**config.mk**
```make
export PLATFORM = sky130hd
export DESIGN_NAME = gc_pad_apb_flat
export DESIGN_NICKNAME = d
export VERILOG_FILES = /design/src/rtl/gc_pad_apb_if.sv /design/src/rtl/gc_pad_apb.sv /design/src/flat_wrapper.sv
export SDC_FILE = /design/constraint.sdc
export NUM_CORES = 1
export LEC_CHECK = 0
export BUFFER_PORTS_ARGS = -buffer_cell sky130_fd_sc_hd__buf_2
export CORE_UTILIZATION = 35
export CTS_CLUSTER_SIZE = 16
export DETAILED_ROUTE_END_ITERATION = 6
export GPL_TIMING_DRIVEN = 0
export PLACE_DENSITY = 0.62
export SYNTH_ARGS = -nofsm -noshare
export SYNTH_HDL_FRONTEND = slang
export SYNTH_SLANG_ARGS = --single-unit
```
**constraint.sdc**
```tcl
create_clock -name FAB_CLK -period 3.1 [get_ports FAB_CLK]
set_input_delay 0 -clock FAB_CLK [delete_from_list [all_inputs] [get_ports FAB_CLK]]
set_output_delay 0 -clock FAB_CLK [all_outputs]
set_load 0.01 [all_outputs]
```
**src/rtl/gc_pad_apb_if.sv**
```systemverilog
`default_nettype none
// ============================================================================
//  Module   : gc_pad_apb_if
//  Purpose  : APB3 bus bundle between the MSS APB master and the GameCube
//             pad poller.
//  Signals  : PSEL, PENABLE, PWRITE, PADDR[7:0], PWDATA[31:0]  (master -> slave)
//             PRDATA[31:0], PREADY, PSLVERR                     (slave -> master)
//  Modports : master, slave
//  Revision : 1.0  initial release
// ============================================================================
interface gc_pad_apb_if;
  logic        PSEL;
  logic        PENABLE;
  logic        PWRITE;
  logic [7:0]  PADDR;
  logic [31:0] PWDATA;
  logic [31:0] PRDATA;
  logic        PREADY;
  logic        PSLVERR;

  modport master (
    output PSEL, PENABLE, PWRITE, PADDR, PWDATA,
    input  PRDATA, PREADY, PSLVERR
  );

  modport slave (
    input  PSEL, PENABLE, PWRITE, PADDR, PWDATA,
    output PRDATA, PREADY, PSLVERR
  );
endinterface
`default_nettype wire

```
**src/rtl/gc_pad_apb.sv**
```systemverilog
`default_nettype none
// ============================================================================
//  Module   : gc_pad_apb
//  Purpose  : APB3 slave that polls one GameCube controller over its
//             single-wire open-drain line and captures the 64-bit reply.
//             The line is only ever pulled low (GC_DATA_OE=1) or released.
//  Ports    : FAB_CLK      - sole clock
//             M2F_RESET_N  - asynchronous active-low reset
//             apb          - APB3 slave bundle (gc_pad_apb_if.slave)
//             GC_DATA_OE   - 1 = pull GC line low
//             GC_DATA_IN   - GC line level (asynchronous, synchronised here)
//             GC_IRQ       - DONE | TIMEOUT (only with GC_PAD_IRQ_EN)
//  Registers: 0x00 CTRL    [0] START (self-clear) [1] AUTO [2] RUMBLE
//             0x04 STATUS  [0] BUSY [1] DONE (W1C) [2] TIMEOUT (W1C)
//             0x08 DATA_HI response[63:32]
//             0x0C DATA_LO response[31:0]
//  Config   : define GC_PAD_IRQ_EN to add the registered GC_IRQ output.
//  Revision : 1.0  initial release
// ============================================================================
module gc_pad_apb #(
  parameter int CLK_PER_US    = 10,
  parameter int RX_TIMEOUT_US = 100,
  parameter int POLL_GAP_US   = 1000
) (
  input  wire          FAB_CLK,
  input  wire          M2F_RESET_N,
  gc_pad_apb_if.slave  apb,
  output logic         GC_DATA_OE,
  input  wire          GC_DATA_IN
`ifdef GC_PAD_IRQ_EN
  ,
  output logic         GC_IRQ
`endif
);

  localparam int c_TO_CYC  = RX_TIMEOUT_US * CLK_PER_US;
  localparam int c_GAP_CYC = POLL_GAP_US * CLK_PER_US;
  localparam int c_BIT_CYC = 4 * CLK_PER_US;
  localparam int c_MAX_A   = (c_GAP_CYC > c_TO_CYC) ? c_GAP_CYC : c_TO_CYC;
  localparam int c_MAX_CYC = (c_MAX_A > c_BIT_CYC) ? c_MAX_A : c_BIT_CYC;
  localparam int c_TW      = $clog2(c_MAX_CYC + 1);

  // Timer reload values: a phase of N cycles loads N-1 and ends at zero.
  localparam logic [c_TW-1:0] c_T1US = c_TW'(CLK_PER_US - 1);
  localparam logic [c_TW-1:0] c_T2US = c_TW'(2 * CLK_PER_US - 1);
  localparam logic [c_TW-1:0] c_T3US = c_TW'(3 * CLK_PER_US - 1);
  localparam logic [c_TW-1:0] c_TTO  = c_TW'(c_TO_CYC - 1);
  localparam logic [c_TW-1:0] c_TGAP = c_TW'(c_GAP_CYC - 1);

  localparam logic [5:0] c_TX_LAST = 6'd24;
  localparam logic [5:0] c_RX_LAST = 6'd63;

  typedef enum logic [2:0] {
    ST_IDLE    = 3'd0,
    ST_TX_LO   = 3'd1,
    ST_TX_HI   = 3'd2,
    ST_RX_WAIT = 3'd3,
    ST_RX_BIT  = 3'd4,
    ST_STOP    = 3'd5,
    ST_GAP     = 3'd6
  } state_t;

  state_t          r_state;
  logic [c_TW-1:0] r_tmr;
  logic [5:0]      r_cnt;
  logic [24:0]     r_tx;
  logic [63:0]     r_shadow;
  logic [63:0]     r_data;
  logic            r_auto;
  logic            r_rumble;
  logic            r_done;
  logic            r_timeout;
  logic            r_oe;
  logic            r_stop_fell;
  logic [2:0]      r_sync;

  // ---------------- APB decode ----------------
  logic        w_acc;
  logic        w_unmapped;
  logic        w_wr;
  logic        w_wr_ctrl;
  logic        w_wr_stat;
  logic        w_start;
  logic        w_rumble_nx;
  logic        w_busy;
  logic        w_fall;
  logic        w_line;
  logic [24:0] w_frame;
  logic [31:0] w_rdata;
  logic        w_unused;

  assign w_acc       = apb.PSEL & apb.PENABLE;
  assign w_unmapped  = |apb.PADDR[7:4];
  assign w_wr        = w_acc & apb.PWRITE & ~w_unmapped;
  assign w_wr_ctrl   = w_wr & (apb.PADDR[3:2] == 2'd0);
  assign w_wr_stat   = w_wr & (apb.PADDR[3:2] == 2'd1);
  assign w_start     = w_wr_ctrl & apb.PWDATA[0];
  // A START write may carry a new RUMBLE value; the frame must use it.
  assign w_rumble_nx = w_wr_ctrl ? apb.PWDATA[2] : r_rumble;
  assign w_frame     = {16'h4003, 7'd0, w_rumble_nx, 1'b1};
  assign w_busy      = (r_state != ST_IDLE);
  assign w_line      = r_sync[1];
  assign w_fall      = r_sync[2] & ~r_sync[1];
  assign w_unused    = &{1'b0, apb.PADDR[1:0], apb.PWDATA[31:3]};

  always_comb begin
    w_rdata = 32'd0;
    case (apb.PADDR[3:2])
      2'd0:    w_rdata = {29'd0, r_rumble, r_auto, 1'b0};
      2'd1:    w_rdata = {29'd0, r_timeout, r_done, w_busy};
      2'd2:    w_rdata = r_data[63:32];
      default: w_rdata = r_data[31:0];
    endcase
  end

  assign apb.PRDATA  = (w_acc & ~apb.PWRITE & ~w_unmapped) ? w_rdata : 32'd0;
  assign apb.PREADY  = 1'b1;
  assign apb.PSLVERR = w_acc & w_unmapped;
  assign GC_DATA_OE  = r_oe;

  // ---------------- CTRL register ----------------
  always_ff @(posedge FAB_CLK or negedge M2F_RESET_N) begin
    if (!M2F_RESET_N) begin
      r_auto   <= 1'b0;
      r_rumble <= 1'b0;
    end else if (w_wr_ctrl) begin
      r_auto   <= apb.PWDATA[1];
      r_rumble <= apb.PWDATA[2];
    end
  end

  // ---------------- line synchroniser ----------------
  // Idle-high reset value keeps the edge detector from seeing a false fall.
  always_ff @(posedge FAB_CLK or negedge M2F_RESET_N) begin
    if (!M2F_RESET_N) r_sync <= 3'b111;
    else              r_sync <= {r_sync[1:0], GC_DATA_IN};
  end

  // ---------------- poll FSM, status and data ----------------
  always_ff @(posedge FAB_CLK or negedge M2F_RESET_N) begin
    if (!M2F_RESET_N) begin
      r_state     <= ST_IDLE;
      r_tmr       <= '0;
      r_cnt       <= 6'd0;
      r_tx        <= 25'd0;
      r_shadow    <= 64'd0;
      r_data      <= 64'd0;
      r_done      <= 1'b0;
      r_timeout   <= 1'b0;
      r_oe        <= 1'b0;
      r_stop_fell <= 1'b0;
    end else begin
      // W1C first so that a completion in the same cycle overrides it.
      if (w_wr_stat) begin
        if (apb.PWDATA[1]) r_done    <= 1'b0;
        if (apb.PWDATA[2]) r_timeout <= 1'b0;
      end

      case (r_state)
        ST_IDLE: begin
          r_oe <= 1'b0;
          if (w_start) begin
            r_state <= ST_TX_LO;
            r_oe    <= 1'b1;
            r_tx    <= w_frame;
            r_cnt   <= 6'd0;
            r_tmr   <= w_frame[24] ? c_T1US : c_T3US;
          end else if (r_auto) begin
            r_state <= ST_GAP;
            r_tmr   <= c_TGAP;
          end
        end

        ST_GAP: begin
          if (!r_auto) begin
            r_state <= ST_IDLE;
          end else if (r_tmr == '0) begin
            r_state <= ST_TX_LO;
            r_oe    <= 1'b1;
            r_tx    <= w_frame;
            r_cnt   <= 6'd0;
            r_tmr   <= w_frame[24] ? c_T1US : c_T3US;
          end else begin
            r_tmr <= r_tmr - 1'b1;
          end
        end

        ST_TX_LO: begin
          if (r_tmr == '0) begin
            r_state <= ST_TX_HI;
            r_oe    <= 1'b0;
            r_tmr   <= r_tx[24] ? c_T3US : c_T1US;
          end else begin
            r_tmr <= r_tmr - 1'b1;
          end
        end

        ST_TX_HI: begin
          if (r_tmr != '0) begin
            r_tmr <= r_tmr - 1'b1;
          end else if (r_cnt == c_TX_LAST) begin
            r_state <= ST_RX_WAIT;
            r_cnt   <= 6'd0;
            r_tmr   <= c_TTO;
          end else begin
            // r_tx[23] becomes the MSB after this shift.
            r_state <= ST_TX_LO;
            r_oe    <= 1'b1;
            r_cnt   <= r_cnt + 6'd1;
            r_tx    <= {r_tx[23:0], 1'b0};
            r_tmr   <= r_tx[23] ? c_T1US : c_T3US;
          end
        end

        ST_RX_WAIT: begin
          if (w_fall) begin
            r_state <= ST_RX_BIT;
            r_tmr   <= c_T2US;
          end else if (r_tmr == '0) begin
            r_timeout <= 1'b1;
            if (r_auto) begin
              r_state <= ST_GAP;
              r_tmr   <= c_TGAP;
            end else begin
              r_state <= ST_IDLE;
            end
          end else begin
            r_tmr <= r_tmr - 1'b1;
          end
        end

        ST_RX_BIT: begin
          if (r_tmr == '0) begin
            r_shadow <= {r_shadow[62:0], w_line};
            r_tmr    <= c_TTO;
            if (r_cnt == c_RX_LAST) begin
              r_state     <= ST_STOP;
              r_stop_fell <= 1'b0;
            end else begin
              r_state <= ST_RX_WAIT;
              r_cnt   <= r_cnt + 6'd1;
            end
          end else begin
            r_tmr <= r_tmr - 1'b1;
          end
        end

        ST_STOP: begin
          // All 64 bits are in; publish on the stop bit (fall then high),
          // or when the pad never sends one.
          if ((r_stop_fell && w_line) || (r_tmr == '0)) begin
            r_data <= r_shadow;
            r_done <= 1'b1;
            if (r_auto) begin
              r_state <= ST_GAP;
              r_tmr   <= c_TGAP;
            end else begin
              r_state <= ST_IDLE;
            end
          end else begin
            if (w_fall) r_stop_fell <= 1'b1;
            r_tmr <= r_tmr - 1'b1;
          end
        end

        default: begin
          r_state <= ST_IDLE;
          r_oe    <= 1'b0;
        end
      endcase
    end
  end

`ifdef GC_PAD_IRQ_EN
  logic r_irq;

  always_ff @(posedge FAB_CLK or negedge M2F_RESET_N) begin
    if (!M2F_RESET_N) r_irq <= 1'b0;
    else              r_irq <= r_done | r_timeout;
  end

  assign GC_IRQ = r_irq;
`endif

endmodule
`default_nettype wire

```
**src/flat_wrapper.sv**
```systemverilog
// flat-port wrapper written by rule: the top's interface ports become plain ports
module gc_pad_apb_flat 
#(
  parameter int CLK_PER_US    = 10,
  parameter int RX_TIMEOUT_US = 100,
  parameter int POLL_GAP_US   = 1000
)
  (FAB_CLK, M2F_RESET_N, GC_DATA_OE, GC_DATA_IN, apb_PSEL, apb_PENABLE, apb_PWRITE, apb_PADDR, apb_PWDATA, apb_PRDATA, apb_PREADY, apb_PSLVERR);
  gc_pad_apb_if apb_i ();
  input  wire FAB_CLK;
  input  wire M2F_RESET_N;
  output logic GC_DATA_OE;
  input  wire GC_DATA_IN;
  input wire logic [$bits(apb_i.PSEL)-1:0] apb_PSEL;
  input wire logic [$bits(apb_i.PENABLE)-1:0] apb_PENABLE;
  input wire logic [$bits(apb_i.PWRITE)-1:0] apb_PWRITE;
  input wire logic [$bits(apb_i.PADDR)-1:0] apb_PADDR;
  input wire logic [$bits(apb_i.PWDATA)-1:0] apb_PWDATA;
  output wire logic [$bits(apb_i.PRDATA)-1:0] apb_PRDATA;
  output wire logic [$bits(apb_i.PREADY)-1:0] apb_PREADY;
  output wire logic [$bits(apb_i.PSLVERR)-1:0] apb_PSLVERR;
  assign apb_i.PSEL = apb_PSEL;
  assign apb_i.PENABLE = apb_PENABLE;
  assign apb_i.PWRITE = apb_PWRITE;
  assign apb_i.PADDR = apb_PADDR;
  assign apb_i.PWDATA = apb_PWDATA;
  assign apb_PRDATA = apb_i.PRDATA;
  assign apb_PREADY = apb_i.PREADY;
  assign apb_PSLVERR = apb_i.PSLVERR;
  gc_pad_apb #(.CLK_PER_US(CLK_PER_US), .RX_TIMEOUT_US(RX_TIMEOUT_US), .POLL_GAP_US(POLL_GAP_US)) u_core (.FAB_CLK(FAB_CLK), .M2F_RESET_N(M2F_RESET_N), .apb(apb_i), .GC_DATA_OE(GC_DATA_OE), .GC_DATA_IN(GC_DATA_IN));
endmodule
```
== Yosys cells after proc, flatten, opt, wreduce, memory -nomap -nowiden ==
Cells that the tools add are included.

* Logic and storage cells: 141
* Flip-flop bits (word level): 185

* Bitwise operators: 14
* Reduce and logical (&&, ||, !) cells: 21
* Add/subtract/negate cells: 2
* Mux-type cells: 66
* Eq/ne operators: 25

{| class="wikitable"
|+ Operators by type and width
! operator !! number
|-
| 14-bit 2-to-1 mux || 11
|-
| 25-bit 2-to-1 mux || 5
|-
| 14-bit one-hot mux with 7 select lines || 1
|-
| 32-bit one-hot mux with 3 select lines || 1
|-
| 25-bit one-hot mux with 3 select lines || 1
|-
| 6-bit 2-to-1 mux || 7
|-
| 3-bit 2-to-1 mux || 12
|-
| 32-bit 2-to-1 mux || 1
|-
| 6-bit one-hot mux with 4 select lines || 1
|-
| 3-bit one-hot mux with 7 select lines || 1
|-
| 1-bit 2-to-1 mux || 20
|-
| 2-bit by 1-bit != test with 1-bit output (second input constant) || 8
|-
| 14-bit logical NOT || 1
|-
| 7-bit AND reduction || 2
|-
| 14-bit nonzero test || 1
|-
| 14-bit by 1-bit subtractor with 14-bit output (second input constant) || 1
|-
| 6-bit AND reduction || 2
|-
| 1-bit bitwise AND || 10
|-
| 5-bit 2-to-1 mux || 2
|-
| 3-bit == test (second input constant) || 3
|-
| 2-bit != test (second input constant) || 4
|-
| 7-bit nonzero test || 1
|-
| 6-bit by 1-bit adder with 6-bit output (second input constant) || 1
|-
| 3-bit by 2-bit == test with 1-bit output (second input constant) || 2
|-
| other kinds (22) || 29
|}

== Logic depth before layout (Yosys ltp) ==
Gate-level depths: netlist of the first run.

* Depth in word-level cells: 8
* Gate-level depth with buffers: 11
* Gate-level depth less buffers: 8

== Least setup slack after synthesis of the first run ==
OpenSTA, ideal clock, no wires.

* Kind: flip-flop to flip-flop
* Start: reg u_core.r_tmr[1]
* End: reg u_core.r_data[10]
* Cell stages (with the launch flop): 9
* Setup slack: 0.878 ns
* Buffers on the path: 2
* Period minus slack after synthesis: 2.222 ns
* Arrival: 2.097 ns
* Required time: 2.975 ns
* Cell sequence: dfrtp_1 inv_1 ha_1 nor4b_2 nand4_4 a21oi_1 buf_2 buf_4 mux2_2

* Cells in the longest elaborated chain, start to end: 3

{| class="wikitable"
|+ RTL lines
! element !! line !! source
|-
| from (decl) || gc_pad_apb.sv:64 || <nowiki>logic [c_TW-1:0] r_tmr;</nowiki>
|-
| from (signal assigned) || gc_pad_apb.sv:167 || <nowiki>r_tmr <= w_frame[24] ? c_T1US : c_T3US;</nowiki>
|-
| from (signal assigned) || gc_pad_apb.sv:170 || <nowiki>r_tmr <= c_TGAP;</nowiki>
|-
| from (signal assigned) || gc_pad_apb.sv:182 || <nowiki>r_tmr <= w_frame[24] ? c_T1US : c_T3US;</nowiki>
|-
| 14-bit logical NOT || gc_pad_apb.sv:251 || <nowiki>if ((r_stop_fell && w_line) || (r_tmr == '0)) begin</nowiki>
|-
| 1-bit logical OR || gc_pad_apb.sv:251 ||
|-
| 2-bit AND reduction (no line) || - ||
|-
| to (signal assigned) || gc_pad_apb.sv:252 || <nowiki>r_data <= r_shadow;</nowiki>
|-
| to (decl) || gc_pad_apb.sv:68 || <nowiki>logic [63:0] r_data;</nowiki>
|}

Every way passes these cells.
A chain may end at the register's enable or synchronous reset.

== Final worst setup path of the first run ==
* Start: reg u_core.r_cnt[0]
* End: reg u_core.r_tmr[1]

* Cells in the longest elaborated chain, start to end: 4

{| class="wikitable"
|+ RTL lines
! element !! line !! source
|-
| from (decl) || gc_pad_apb.sv:65 || <nowiki>logic [5:0] r_cnt;</nowiki>
|-
| from (signal assigned) || gc_pad_apb.sv:209 || <nowiki>r_cnt <= r_cnt + 6'd1;</nowiki>
|-
| from (signal assigned) || gc_pad_apb.sv:241 || <nowiki>r_cnt <= r_cnt + 6'd1;</nowiki>
|-
| 6-bit by 5-bit == test with 1-bit output || gc_pad_apb.sv:201 || <nowiki>end else if (r_cnt == c_TX_LAST) begin</nowiki>
|-
| 14-bit 2-to-1 mux || gc_pad_apb.sv:201 ||
|-
| 14-bit 2-to-1 mux || gc_pad_apb.sv:199 || <nowiki>if (r_tmr != '0) begin</nowiki>
|-
| 14-bit one-hot mux with 7 select lines || gc_pad_apb.sv:159 || <nowiki>case (r_state)</nowiki>
|-
| to (signal assigned) || gc_pad_apb.sv:167 ||
|-
| to (signal assigned) || gc_pad_apb.sv:200 || <nowiki>r_tmr <= r_tmr - 1'b1;</nowiki>
|-
| to (signal assigned) || gc_pad_apb.sv:204 || <nowiki>r_tmr <= c_TTO;</nowiki>
|}

Every way passes these cells.

==> run summary, run 1 <==
The flow ran to the end, and the final reports show no timing, DRC or antenna violations. For this design the total switching power over the nets is 1.07 mW. The final max-slew violation count is 0. By startpoint and endpoint, the worst setup path is classified as flop to flop. The internal power of the cells totals 3.61 mW.

The count of input and output buffers works out to 47. Summed over all nets, wire length on met2 after detailed routing comes to 8.68 mm. For the initial core utilization, the log shows 0.362. Counting every instance in the synthesized netlist gives 719. The congestion estimate from routability-driven global placement came to 0.958. The analysis attributes to cell leakage a power of 4.78 nW. Average vias per placed instance: 5.20. Utilization of the core after routing: 0.416. The total global routing overflow came out at 0. The longest clock path from root to sink contains 2 buffers. The detail route stage leaves a number of antenna-violating nets equal to 0.

The part of the Yosys area used for sequential elements is 0.540. The later pin in the worst-skew pair is clocked with a latency of 0.43 ns. The area added between synthesis and finish works out to 15.0%. The number of global-route vias before repair was 5876. The total of warnings raised by yosys was 0; the critical path's largest stage delay was 0.99 ns. STA classifies the critical path startpoint as a flop. After the flow finishes, the layout carries non-filler instances totaling 1122. The standard cell core area is 23800 um2, and the share of power burned in the clock network is 0.459. In this run the power density over the cells is 474 nW/um2.

Post-CTS repair changed the size of 0 cells. After detailed routing, the met3 layer carries 886 um of wire. Register clock-pin slew on the reported worst setup and hold paths: 0.07 ns. For the final hold violation count, the log shows 0. The met1 layer wirelength in the final routing was 8.99 mm; the number of DRC violations after detailed-routing iteration 0 was 414. In this run, placement finished with an instance count of 1086.

At the pin with the least slew margin, the transition time is 1.29 ns. The die is 159 um wide. Counting flops and latches in the post-synthesis netlist gives 185. For the count of inserted antenna diode cells, the log shows 0. Yosys mapped the design onto 61 distinct sky130hd cell types. The portion of total power attributed to combinational logic was 0.024. TritonCTS built the clock tree. The worst setup path is captured at a flop. The global-route usage over all layers was 0.161.

CTS placed an instance of sky130_fd_sc_hd__clkbuf_16 at the clock tree root. Summing every instance area after synthesis gives 8590 um2. Number of iterations in the first detailed-routing pass: 5. The required time of the critical path was 3.43 ns. In this run, CTS created clock tree buffers numbering 17.

The HPWL reported at the end of detailed placement came out at 12.9 mm. After layout, the design draws a total of 4.68 mW. Measured along the y axis, the die boundary spans 159 um.

Yosys mapped a number of flops with a built-in enable equal to 0. The worst voltage drop across the vdd grid came out at 0.000300 V. The signal on the critical path passes through inv_1 -> ha_1 -> or3b_1 -> nor4_1 -> o21a_1 -> a311oi_1 -> and3_1 -> a221oi_1.

For this design, the slowest cell found on the critical path is sky130_fd_sc_hd__nor4_1. Along the worst path, the maximum fanout reaches 5. The initialized floorplan defines 56 standard-cell rows. The clock net in this run drives a total of 185 sinks. The final total negative setup slack is 0 ns, and the number of antenna violations at the first check in global routing is 0. Based on the critical path, the design can be clocked at up to 351 MHz. The fraction of final layout cells with drive strength greater than 1 was 0.309; the via count of the routed design was 5831.

In this run the mean area of a mapped cell was 11.9 um2. Setup repair after global routing left no endpoint under its margin. The logs give 3.18 ns for the arrival time at the worst endpoint and 25200 um2 for the total die area. The tools report the layout net count as 839.

Highest metal layer with signal wires: met4. In the final routed layout, each cell accounts on average for 16.7 um. H-tree depth reported by CTS: 4. The share of flip-flops with an asynchronous set or reset is 1.00, and the switching fraction of total power is 0.229. Setup violations remaining at the end of the flow were counted as 0. The number of nets produced by synthesis is 768, and the maximum number of pins on one net before global-route repair is 115. Clock skew on the completed layout was measured at 0.0119 ns.

The tool flagged a number of max-cap violations equal to 0. The number of buffer and inverter instances along the worst setup path works out to 1. For the part of the total power dissipated in sequential elements, the log shows 0.517.

On the final layout, the worst hold slack is 0.0904 ns. Subtracting the final worst setup slack from the clock period gives 2.85 ns. Gate family responsible for the most delay along the worst path: simple AND/OR/NAND/NOR gates. For this run, the leading register cell type out of synthesis is sky130_fd_sc_hd__dfrtp_1. The number of DRC violations after detailed routing was 0; the wire length reported by the detailed router was 18.7 mm. The global-route wire length before repair was 31.4 mm; the number of top-level design ports was 81. Final critical-path share of the clock period: 0.919. The path category of the worst min-delay check was input port to flop. For the worst slew slack as a fraction of its limit, the log shows 0.134.
[logic make-up (layout without fill, tap and decap cells)]
| logic type | after synthesis | in the layout | share of synthesized area |
|---|---|---|---|
| simple gates | 174 | 174 | 0.104 |
| other cells | 1 | 1 | 0.000437 |
| xor+xnor | 1 | 1 | 0.00102 |
| flops | 185 | 185 | 0.540 |
| fa+ha+maj | 3 | 3 | 0.00437 |
| mux | 168 | 168 | 0.218 |
| compound gates | 131 | 131 | 0.101 |
| buf+inv | 56 | 140 | 0.0318 |
[layout make-up]
type	instances	area, um2
sequential	185	4630
inverter	15	56.3
multi-input combinational	478	3680
fill	2271	13900
clock buffer	20	447
timing repair buffer	52	313
buffer	41	216
clock inverter	12	131
tap	319	399
[metal layers]
| layer | global-route usage | vias up |
|---|---|---|
| li1 | - | 2751 |
| met5 | 0 | - |
| met2 | 0.252 | 134 |
| met3 | 0.0400 | 14 |
| met4 | 0.0375 | 0 |
| met1 | 0.223 | 2932 |
[cell usage after synthesis, types with 4 or more instances]
library cell,n,area [um2]
sky130_fd_sc_hd__a31oi_1,5,31.3
sky130_fd_sc_hd__buf_4,7,52.6
sky130_fd_sc_hd__a22oi_1,6,45.0
sky130_fd_sc_hd__nor3_1,8,40.0
sky130_fd_sc_hd__nor4_1,4,25.0
sky130_fd_sc_hd__nor2b_1,5,31.3
sky130_fd_sc_hd__clkbuf_1,15,56.3
sky130_fd_sc_hd__inv_1,15,56.3
sky130_fd_sc_hd__a22o_1,19,166
sky130_fd_sc_hd__a21o_1,4,30.0
sky130_fd_sc_hd__nand3_1,18,90.1
sky130_fd_sc_hd__o31ai_1,5,37.5
sky130_fd_sc_hd__and2_1,7,43.8
sky130_fd_sc_hd__nand2b_1,5,31.3
sky130_fd_sc_hd__buf_1,5,18.8
sky130_fd_sc_hd__a21oi_1,25,125
sky130_fd_sc_hd__o211ai_1,7,52.6
sky130_fd_sc_hd__mux2i_1,32,320
sky130_fd_sc_hd__nor2_1,64,240
sky130_fd_sc_hd__o21ai_0,36,180
sky130_fd_sc_hd__buf_2,10,50.1
sky130_fd_sc_hd__mux2_2,134,1510
sky130_fd_sc_hd__nand2_1,34,128
sky130_fd_sc_hd__and3_1,4,25.0
sky130_fd_sc_hd__dfrtp_1,182,4550
[tightest hold or removal path: stages]
cell and delay, ns:
sky130_fd_sc_hd__buf_2 0.15, sky130_fd_sc_hd__nand2_1 0.09, sky130_fd_sc_hd__nor2_1 0.05, sky130_fd_sc_hd__nand3_1 0.08
sky130_fd_sc_hd__a21o_1 0.11
[per-stage QoR]
stage	worst slack (ns)	cell area, um2
floorplan	0.878	8590
global placement	-1.06	9220
detailed placement	0.311	9260
CTS	0.314	9880
global route	0.114	9880
finish	0.250	9880
[power groups by stage]
stage,Clock (mW),Combinational (mW),Sequential (mW)
2_1_floorplan,0,0.0349,2.47
3_3_place_gp,0,0.107,2.47
3_5_place_dp,0,0.114,2.47
4_1_cts,2.21,0.118,2.42
5_1_grt,2.30,0.130,2.42
6_report,2.15,0.114,2.42
[layout by cell type (no fill, tap or decap), types with 3 or more instances in the layout]
cell type	n
sky130_fd_sc_hd__inv_6	5
sky130_fd_sc_hd__nand2_1	34
sky130_fd_sc_hd__o221ai_1	3
sky130_fd_sc_hd__clkbuf_1	17
sky130_fd_sc_hd__o21ai_0	36
sky130_fd_sc_hd__a31oi_1	5
sky130_fd_sc_hd__or4_1	3
sky130_fd_sc_hd__ha_1	3
sky130_fd_sc_hd__mux2_2	134
sky130_fd_sc_hd__buf_6	3
sky130_fd_sc_hd__nor3_1	8
sky130_fd_sc_hd__nor4_1	4
sky130_fd_sc_hd__and3_1	4
sky130_fd_sc_hd__and2_1	7
sky130_fd_sc_hd__a22o_1	19
sky130_fd_sc_hd__buf_4	7
sky130_fd_sc_hd__nor2b_1	5
sky130_fd_sc_hd__o21a_1	3
sky130_fd_sc_hd__nor2_1	64
sky130_fd_sc_hd__a22oi_1	6
sky130_fd_sc_hd__nand4b_1	3
sky130_fd_sc_hd__a21o_1	4
sky130_fd_sc_hd__dfrtp_1	182
sky130_fd_sc_hd__inv_1	15
sky130_fd_sc_hd__o211ai_1	7
sky130_fd_sc_hd__a21oi_1	25
sky130_fd_sc_hd__dfstp_2	3
sky130_fd_sc_hd__nand2b_1	5
sky130_fd_sc_hd__nand3b_1	3
sky130_fd_sc_hd__buf_1	5
sky130_fd_sc_hd__o31ai_1	5
sky130_fd_sc_hd__buf_2	56
sky130_fd_sc_hd__mux2i_1	32
sky130_fd_sc_hd__clkbuf_16	17
sky130_fd_sc_hd__dlygate4sd3_1	4
sky130_fd_sc_hd__a41oi_1	3
sky130_fd_sc_hd__nand3_1	18
[worst paths after layout]
kind | from | endpoint | slack [ns] | depth (start not counted)
setup / recovery | u_core.r_cnt[0] | u_core.r_tmr[1] | 0.25 | 8
max in group asynchronous | M2F_RESET_N | u_core.r_data[59] | 2.03 | 3
min in group asynchronous | M2F_RESET_N | u_core.r_cnt[0] | 0.12 | 2
hold / removal | apb_PWRITE | u_core.r_done | 0.09 | 5
hold reg to reg | u_core.r_sync[0] | u_core.r_sync[1] | 0.35 | 0
setup reg to reg | u_core.r_cnt[0] | u_core.r_tmr[1] | 0.25 | 8
[registers in the layout (all words and copies together) (netlist names)]
| register | count |
|---|---|
| u_core.r_tx | 25 |
| u_core.GC_DATA_OE | 1 |
| u_core.r_data | 64 |
| u_core.r_shadow | 64 |
| u_core.r_tmr | 14 |
| u_core.r_state | 3 |
| u_core.r_auto | 1 |
| u_core.r_done | 1 |
| u_core.r_rumble | 1 |
| u_core.r_cnt | 6 |
| u_core.r_timeout | 1 |
| u_core.r_stop_fell | 1 |
| u_core.r_sync | 3 |
[what timing repair did]
action                                 CTS  global route
hold buffers                             4             0
endpoints found under the hold margin   76             0
buffers inserted                         0             0
Power figures use the tool's default switching activity.
==> run 2: changes to the inputs <==
- ABC_AREA: default -> 1
- CORE_ASPECT_RATIO: default -> 1.5
- CORE_UTILIZATION: 35 -> 30
- PLACE_DENSITY: 0.62 -> 0.56
==> run 2 against run 1 <==
  * Total power rose by 59%
  * First-iteration DRC count grew 9.2%
  * Clock skew barely moved
  * Worst hold slack lost 0.048 ns
  * Utilization is 6.2 points lower
  * Flip-flop and latch count unchanged
  * Sequential power increased by 16%
  * Cell count rose by 42%
  * Critical path depth up 2
  * Register-to-register slack improved by 0.50 ns
  * Count of clock-buffer cells in the layout decreased by 3
  * Global-route usage is 0.38 points lower
  * Largest cell class unchanged
  * Largest power group unchanged
==> run summary, run 2 <==
The tools report the number of distinct library cells after synthesis as 37. The reported max-cap violation count came out at 0. The tools report the beginning of the worst register-to-register path as u_core.r_tmr[0]. The final hold violation count came out at 0.

In this run, the number of DRC markers left after iteration 0 of detailed routing was 452. The count of input and output buffers was 48. The signal on the critical path passes through inv_1 -> ha_1 -> nand2_2 -> nor2_8 -> nand3_2 -> inv_2 -> nand2_1 -> buf_2 -> clkbuf_1 -> o21ai_0. The maximum number of pins on one net before global-route repair was 111; the layout filler cell count was 3016. For the final max-slew violation count, the log shows 0. Flip-flop cell with the highest count after synthesis: sky130_fd_sc_hd__dfrtp_1.

After detailed placement, the design holds a cell count of 1558. The most numerous cell in the Yosys netlist was sky130_fd_sc_hd__nand2_1. For this run, the post-layout net count is 1240. In the synthesized netlist, the cells that appear most often are 350 x sky130_fd_sc_hd__nand2_1, 182 x sky130_fd_sc_hd__dfrtp_1, 154 x sky130_fd_sc_hd__o21ai_0. The area added between synthesis and finish works out to 16.1%. The timing-limited maximum frequency came out at 425 MHz. The top cell types in the final layout, fill and taps aside, are 350 x sky130_fd_sc_hd__nand2_1, 182 x sky130_fd_sc_hd__dfrtp_1, 154 x sky130_fd_sc_hd__o21ai_0, 132 x sky130_fd_sc_hd__inv_1, 71 x sky130_fd_sc_hd__buf_2.

For this design the static power due to leakage is 4.78 nW. The worst slew slack as a fraction of its limit is 0.397. For the worst setup path, the data required time is 3.45 ns.

The met3 layer usage reported by global route is 0.0247. The tools report the cell area after layout as 10200 um2. The cell accounting for the most synthesized area is sky130_fd_sc_hd__dfrtp_1. The pre-antenna-repair detailed-routing pass consisted of 5 iterations.

The met1 track demand over resource is 0.187, and the initial core utilization is 0.305. Setup repair after global routing left no endpoint under its margin. The share of flip-flops with an asynchronous set or reset is 1.00, and the clock skew is 0.0119 ns. TritonCTS built the clock tree.

STA classifies the critical path endpoint as a flop. CTS built an H-tree with a depth of 4. The number of hold buffers added after CTS was 4. met2 is the most crowded layer. The run finished with clean final reports. The floorplan step defined a die boundary enclosing 30000 um2. The clock passes through at most 2 buffers. Instance count of the mapped netlist: 1119. The global-route usage over all layers came out at 0.157. By area the synthesized netlist is led by sky130_fd_sc_hd__dfrtp_1 52%, sky130_fd_sc_hd__nand2_1 15%, sky130_fd_sc_hd__o21ai_0 8.8%.

After global routing the overflow that remains totals 0. After synthesis the netlist holds a flip-flop and latch count of 185. IR analysis of the VDD net gives a maximum drop of 0.000365 V. The tools report the final setup violation count as 0.

Tracing the worst setup path back leads to its startpoint at u_core.r_tmr[0]. The die is 142 um wide. Hold is met by 0.0419 ns. Number of buffers added by the clock tree synthesis step: 17.

The fraction of final layout cells with drive strength greater than 1 was 0.110. Clock tree synthesis selected as its root buffer the cell sky130_fd_sc_hd__clkbuf_16. The worst hold path begins at apb_PADDR[2]. Via count of the routed design: 7282. The slack of the worst reg-to-reg path is 0.75 ns. The run gives 0 as the remaining number of nets flagged by the antenna check after routing. The insertion delay to the later sink of the worst-skew pair was 0.44 ns. The tree built by TritonCTS fans out to 185 sinks.

The tools report the global-route met2 utilization as 0.284. The path category of the worst min-delay check is input port to flop. Global placement routability congestion: 0.927.

The area share of the largest cell type after synthesis is 0.518. Number of global-route vias before repair: 7253. Final total power: 7.43 mW. The floorplan step set the die height to 212 um. The final critical-path share of the clock period is 0.759, and the number of top-level design ports is 81. Among all stages on the critical path, the largest delay is contributed by sky130_fd_sc_hd__dfrtp_1. The library cell used most frequently in the layout, excluding fill and tap cells, is sky130_fd_sc_hd__nand2_1. Data on the critical path arrives at its endpoint at 2.70 ns.

The actual slew at the worst max-slew pin works out to 0.905 ns. Register clock-pin slew on the reported worst setup and hold paths: 0.08 ns. The number of antenna violations at the first check in global routing is 0, and the average detailed-routed wire length per instance is 13.8 um.

Number of cells on the worst hold path: 4. For the number of placement rows, the log shows 76. Summed over all layers, the routed wires come to 21.9 mm. The critical path's largest stage delay is 0.38 ns. The tools report the part of the Yosys area used for sequential elements as 0.527. Once detailed placement completed, the half-perimeter wirelength came to 16.0 mm. Once layout is complete, the cells apart from fillers number 1594. For this run, the number of Yosys warnings is 0. In this run the standard cell core region covers 28800 um2. The average vias per placed instance is 4.57, and the post-placement cell area is 9560 um2. Along the worst path, the maximum fanout reaches 10. The number of nets in the synthesized netlist is 1168. In the final layout, the registers with the most flip-flops are u_core.r_data (64), u_core.r_shadow (64), u_core.r_tx (25).

The worst register-to-register path has a depth of 10. The first global-routing pass estimated 36.6 mm of wire. 0 antenna diodes ended up in the layout. STA classifies the critical path startpoint as a flop. The tools report the synthesized cell area as 8790 um2. The time the worst path needs with I/O delays and setup is 2.35 ns. In this run, post-CTS repair resized a total of 0 instances.

The mean area per synthesized cell came out at 7.85 um2. The classification of the worst setup path was flop to flop. In this run, synthesis inferred 0 flip-flops with an integrated enable.

Power spread over the standard cell area amounts to 728 nW/um2. The post-CTS setup repair buffer count came out at 0. For this run, design rule violations remaining after detail routing come to 0.
[run 2: changes by cell type in the layout (fill, tap and decap cells not counted), moves of 14 or more]
| cell | before | now |
|---|---|---|
| sky130_fd_sc_hd__nand2_1 | 34 | 350 |
| sky130_fd_sc_hd__mux2_2 | 134 | 1 |
| sky130_fd_sc_hd__o21ai_0 | 36 | 154 |
| sky130_fd_sc_hd__inv_1 | 15 | 132 |
| sky130_fd_sc_hd__nand3_1 | 18 | 56 |
| sky130_fd_sc_hd__mux2i_1 | 32 | 0 |
| sky130_fd_sc_hd__a22o_1 | 19 | 0 |
| sky130_fd_sc_hd__a21oi_1 | 25 | 42 |
| sky130_fd_sc_hd__buf_2 | 56 | 71 |
| sky130_fd_sc_hd__o21ai_1 | 2 | 16 |
[run 2: cells by family after synthesis]
logic type               count (synthesis)  synth area share
multiplexers                             1           0.00128
AND/OR/NAND/NOR                        502             0.235
other                                    1          0.000427
AO/OA/AOI/OAI                          227             0.133
adder cells (fa/ha/maj)                  3           0.00427
XOR/XNOR                                10           0.00997
flip-flops                             185             0.527
buffers and inverters                  190            0.0895
[run 2: layer usage]
layer | wire [um] | vias to the layer above
li1 | - | 3693
met1 | 9570 | 3433
met4 | 456 | 0
met3 | 616 | 27
met5 | 0 | -
met2 | 11300 | 129
[run 2: critical path, delay by kind of cell, from the launching register on]
kind	cells	cell delay [ns]
DFF	1	0.38
and+or+nand+nor	4	0.66
buffers and inverters	4	0.76
AOI/OAI and AO/OA	1	0.23
adders and majority gates	1	0.23
[run 2: layout make-up]
type	instances	area, um2	share of cell area
clock inverter	15	181	0.0178
buffer	52	267	0.0261
sequential	185	4630	0.454
clock buffer	17	425	0.0417
multi-input combinational	744	3370	0.330
inverter	138	520	0.0510
timing repair buffer	53	318	0.0312
tap	390	488	0.0478
[run 2: through the flow]
step / setup TNS, ns / utilization / setup slack [ns]
after floorplan: 0 / - / 1.19
after global placement: -205.73 / 0.330 / -1.15
after detailed placement: 0 / 0.332 / 0.746
after CTS: 0 / 0.354 / 0.718
after global routing: 0 / 0.354 / 0.502
final: 0 / 0.354 / 0.747
[run 2: report_power, final]
group	internal, mW	switching, mW
combinational	0.780	1.61
clock	1.22	1.02
sequential	2.62	0.176
total	4.62	2.81
[run 2: final timing paths]
check / endpoint
min in group asynchronous: u_core.r_tmr[7]
min reg2reg: u_core.r_sync[1]
max: u_core.r_shadow[34]
max reg2reg: u_core.r_shadow[34]
max in group asynchronous: u_core.r_data[20]
min: u_core.r_auto
==> run 3: changes to the inputs <==
- ABC_AREA: 1 -> 0
- clock period: 3.1 -> 2.4 ns (I/O delays scaled with it)
==> run 3 against run 2 <==
  * Utilization is 1.2 points higher
  * Total power is 12% lower
  * Global-route usage is 0.54 points lower
  * Worst hold slack better by 0.038 ns
  * Largest power group is now the clock network
  * Clock skew hardly changed
  * Highest routed layer unchanged
  * Register-to-register slack worse by 0.66 ns
  * Clock power is 44% higher
  * Critical endpoint is now u_core.r_state[2]
  * Worst setup slack worse by 0.66 ns
  * Maximum frequency is 1.7% higher
==> run summary, run 3 (same netlist as run 1, synthesis figures left out) <==
The flow ran to the end, and the final reports show no timing, DRC or antenna violations. After filler insertion, the fill cell instance count of the layout stands at 2720. In this run the cell area measured after placement is 9290 um2. With fillers left out, the area of the finished cells amounts to 10300 um2. The clock passes through at most 2 buffers.

Worst slew slack as a fraction of its limit: 0.344. After detailed routing, the average wire length per cell comes to 18.1 um. The worst path meets setup with 0.0856 ns of slack. Leakage power total: 4.95 nW. The total die area is 29300 um2, and the maximum number of pins on one net before global-route repair is 108. The tools report the global placement routability congestion as 0.974. Buffers placed on the I/O ports in this run total 47. The average vias per placed instance was 5.13. The final route contains 5938 vias.

The number of antenna violations at the first check in global routing came out at 0. Final hold analysis gives a worst-case slack of 0.0801 ns. For the number of DRC violations after detailed routing, the log shows 0.

The detailed router finished its first iteration with 357 violations. During I/O placement, the number of pins put on the boundary was 81. The tightest min-delay check is of the input port to flop type. STA puts the critical path data required time at 2.73 ns. The global-route usage over all layers is 0.152. The most common cell after layout, fill and taps aside is sky130_fd_sc_hd__dfrtp_1. The run gives 0.000456 V as the worst voltage drop across the vdd grid. The insertion delay to the later sink of the worst-skew pair is 0.44 ns, and the pre-CTS worst setup slack is -0.481 ns. The floorplan has 75 rows.

The register cell area after layout is 4640 um2, and the time the worst path needs with I/O delays and setup is 2.31 ns. Between clock sinks in the finished design, the worst skew comes to 0.0118 ns. For the filler-free cell count of the finished design, the log shows 1157. The run gives 0 as the final max-slew violation count. In the final layout, the registers with the most flip-flops are u_core.r_data (64), u_core.r_shadow (64), u_core.r_tx (25). The core region is 28100 um2. The critical path is of the flop to flop type. TritonCTS built the clock tree. The width of the die is 140 um. The number of cells after detailed placement came out at 1113. In this run the power density over the cells is 636 nW/um2. The utilization of the core after routing is 0.366, and the initial core utilization is 0.306. The cell sitting at the root of the clock tree is a sky130_fd_sc_hd__clkbuf_16.

In this run, CTS created clock tree buffers numbering 17. In the final design database the tool counted 847 nets. The tool flagged a number of max-cap violations equal to 0. The count of inserted antenna diode cells was 0; the H-tree depth reported by CTS was 4.

The tools report the final hold violation count as 0. The final total negative setup slack came out at 0 ns. The logs give 14.8 mm for the HPWL reported at the end of detailed placement and 6.53 mW for the final total power.

The area added between synthesis and finish works out to 19.7%. Data arrives at the worst endpoint at 2.64 ns. STA classifies the critical path endpoint as a flop. The die is 209 um tall.

After global routing the overflow that remains totals 0. The remaining number of nets flagged by the antenna check after routing was 0; the area of combinational cells with multiple inputs was 3840 um2. Final setup violation count: 0. The first global-routing pass estimated 34.2 mm of wire. In the layout the commonest cells are 180 x sky130_fd_sc_hd__dfrtp_1, 134 x sky130_fd_sc_hd__mux2_2, 63 x sky130_fd_sc_hd__nor2_1, 56 x sky130_fd_sc_hd__buf_2. The worst setup path is launched from a flop.

Number of global-route vias before repair: 6342. The fraction of final layout cells with drive strength greater than 1 was 0.351; the maximum fanout along the worst path was 10. The register clock-pin slew on the reported worst setup and hold paths was 0.07 ns; the number of iterations in the first detailed-routing pass was 5. The wire length reported by the detailed router was 20.9 mm; the final critical-path share of the clock period was 0.964. The clock net sink count came out at 185.

At the pin with the least slew margin, the transition time is 0.984 ns. For this run, the top clock speed supported by timing is 432 MHz.
run 3: cell type report:
| cell class | count | share of cell area |
|---|---|---|
| buffer | 37 | 0.0222 |
| multi-input combinational | 478 | 0.374 |
| clock inverter | 13 | 0.0231 |
| inverter | 15 | 0.00548 |
| clock buffer | 19 | 0.0431 |
| timing repair buffer | 64 | 0.0392 |
| tap | 346 | 0.0421 |
| sequential | 185 | 0.451 |
run 3: worst paths after layout:
check                                 start                end  slack, ns  depth (start not counted)
min in group asynchronous       M2F_RESET_N    u_core.r_tx[17]       0.17                          2
max reg2reg                   u_core.r_auto  u_core.r_state[2]       0.09                          6
min reg2reg                u_core.r_sync[0]   u_core.r_sync[1]       0.36                          0
max                           u_core.r_auto  u_core.r_state[2]       0.09                          6
min                              apb_PWRITE      u_core.r_done       0.08                          5
max in group asynchronous       M2F_RESET_N  u_core.r_data[39]       1.29                          3
run 3: timing repair:
item,in CTS,in global routing
endpoints found under the setup margin,184,134
hold endpoints to repair,83,0
gates resized for setup,29,22
hold buffers,4,0
pin swaps,3,8
buffers inserted,3,9
run 3: power by group:
group          switching [mW]  internal [mW]  leakage, nW  total, mW
Sequential            0.00720           3.12         2.49       3.13
Clock                    1.26           2.00        0.326       3.25
Combinational           0.107         0.0425         2.14      0.149
Total                    1.37           5.16         4.95       6.53
run 3: critical path: stages, from the launching register on:
cell,delay [ns]
sky130_fd_sc_hd__dfrtp_1,0.59
sky130_fd_sc_hd__nor2b_4,0.31
sky130_fd_sc_hd__o21ai_0,0.13
sky130_fd_sc_hd__buf_2,0.22
sky130_fd_sc_hd__nand3_1,0.26
sky130_fd_sc_hd__a21boi_1,0.32
sky130_fd_sc_hd__mux2_2,0.37
run 3: metal layers:
layer | wire length, um | GRT usage
met5 | 0 | 0
met4 | 746 | 0.0735
met3 | 682 | 0.0259
met2 | 11000 | 0.270
met1 | 8470 | 0.175
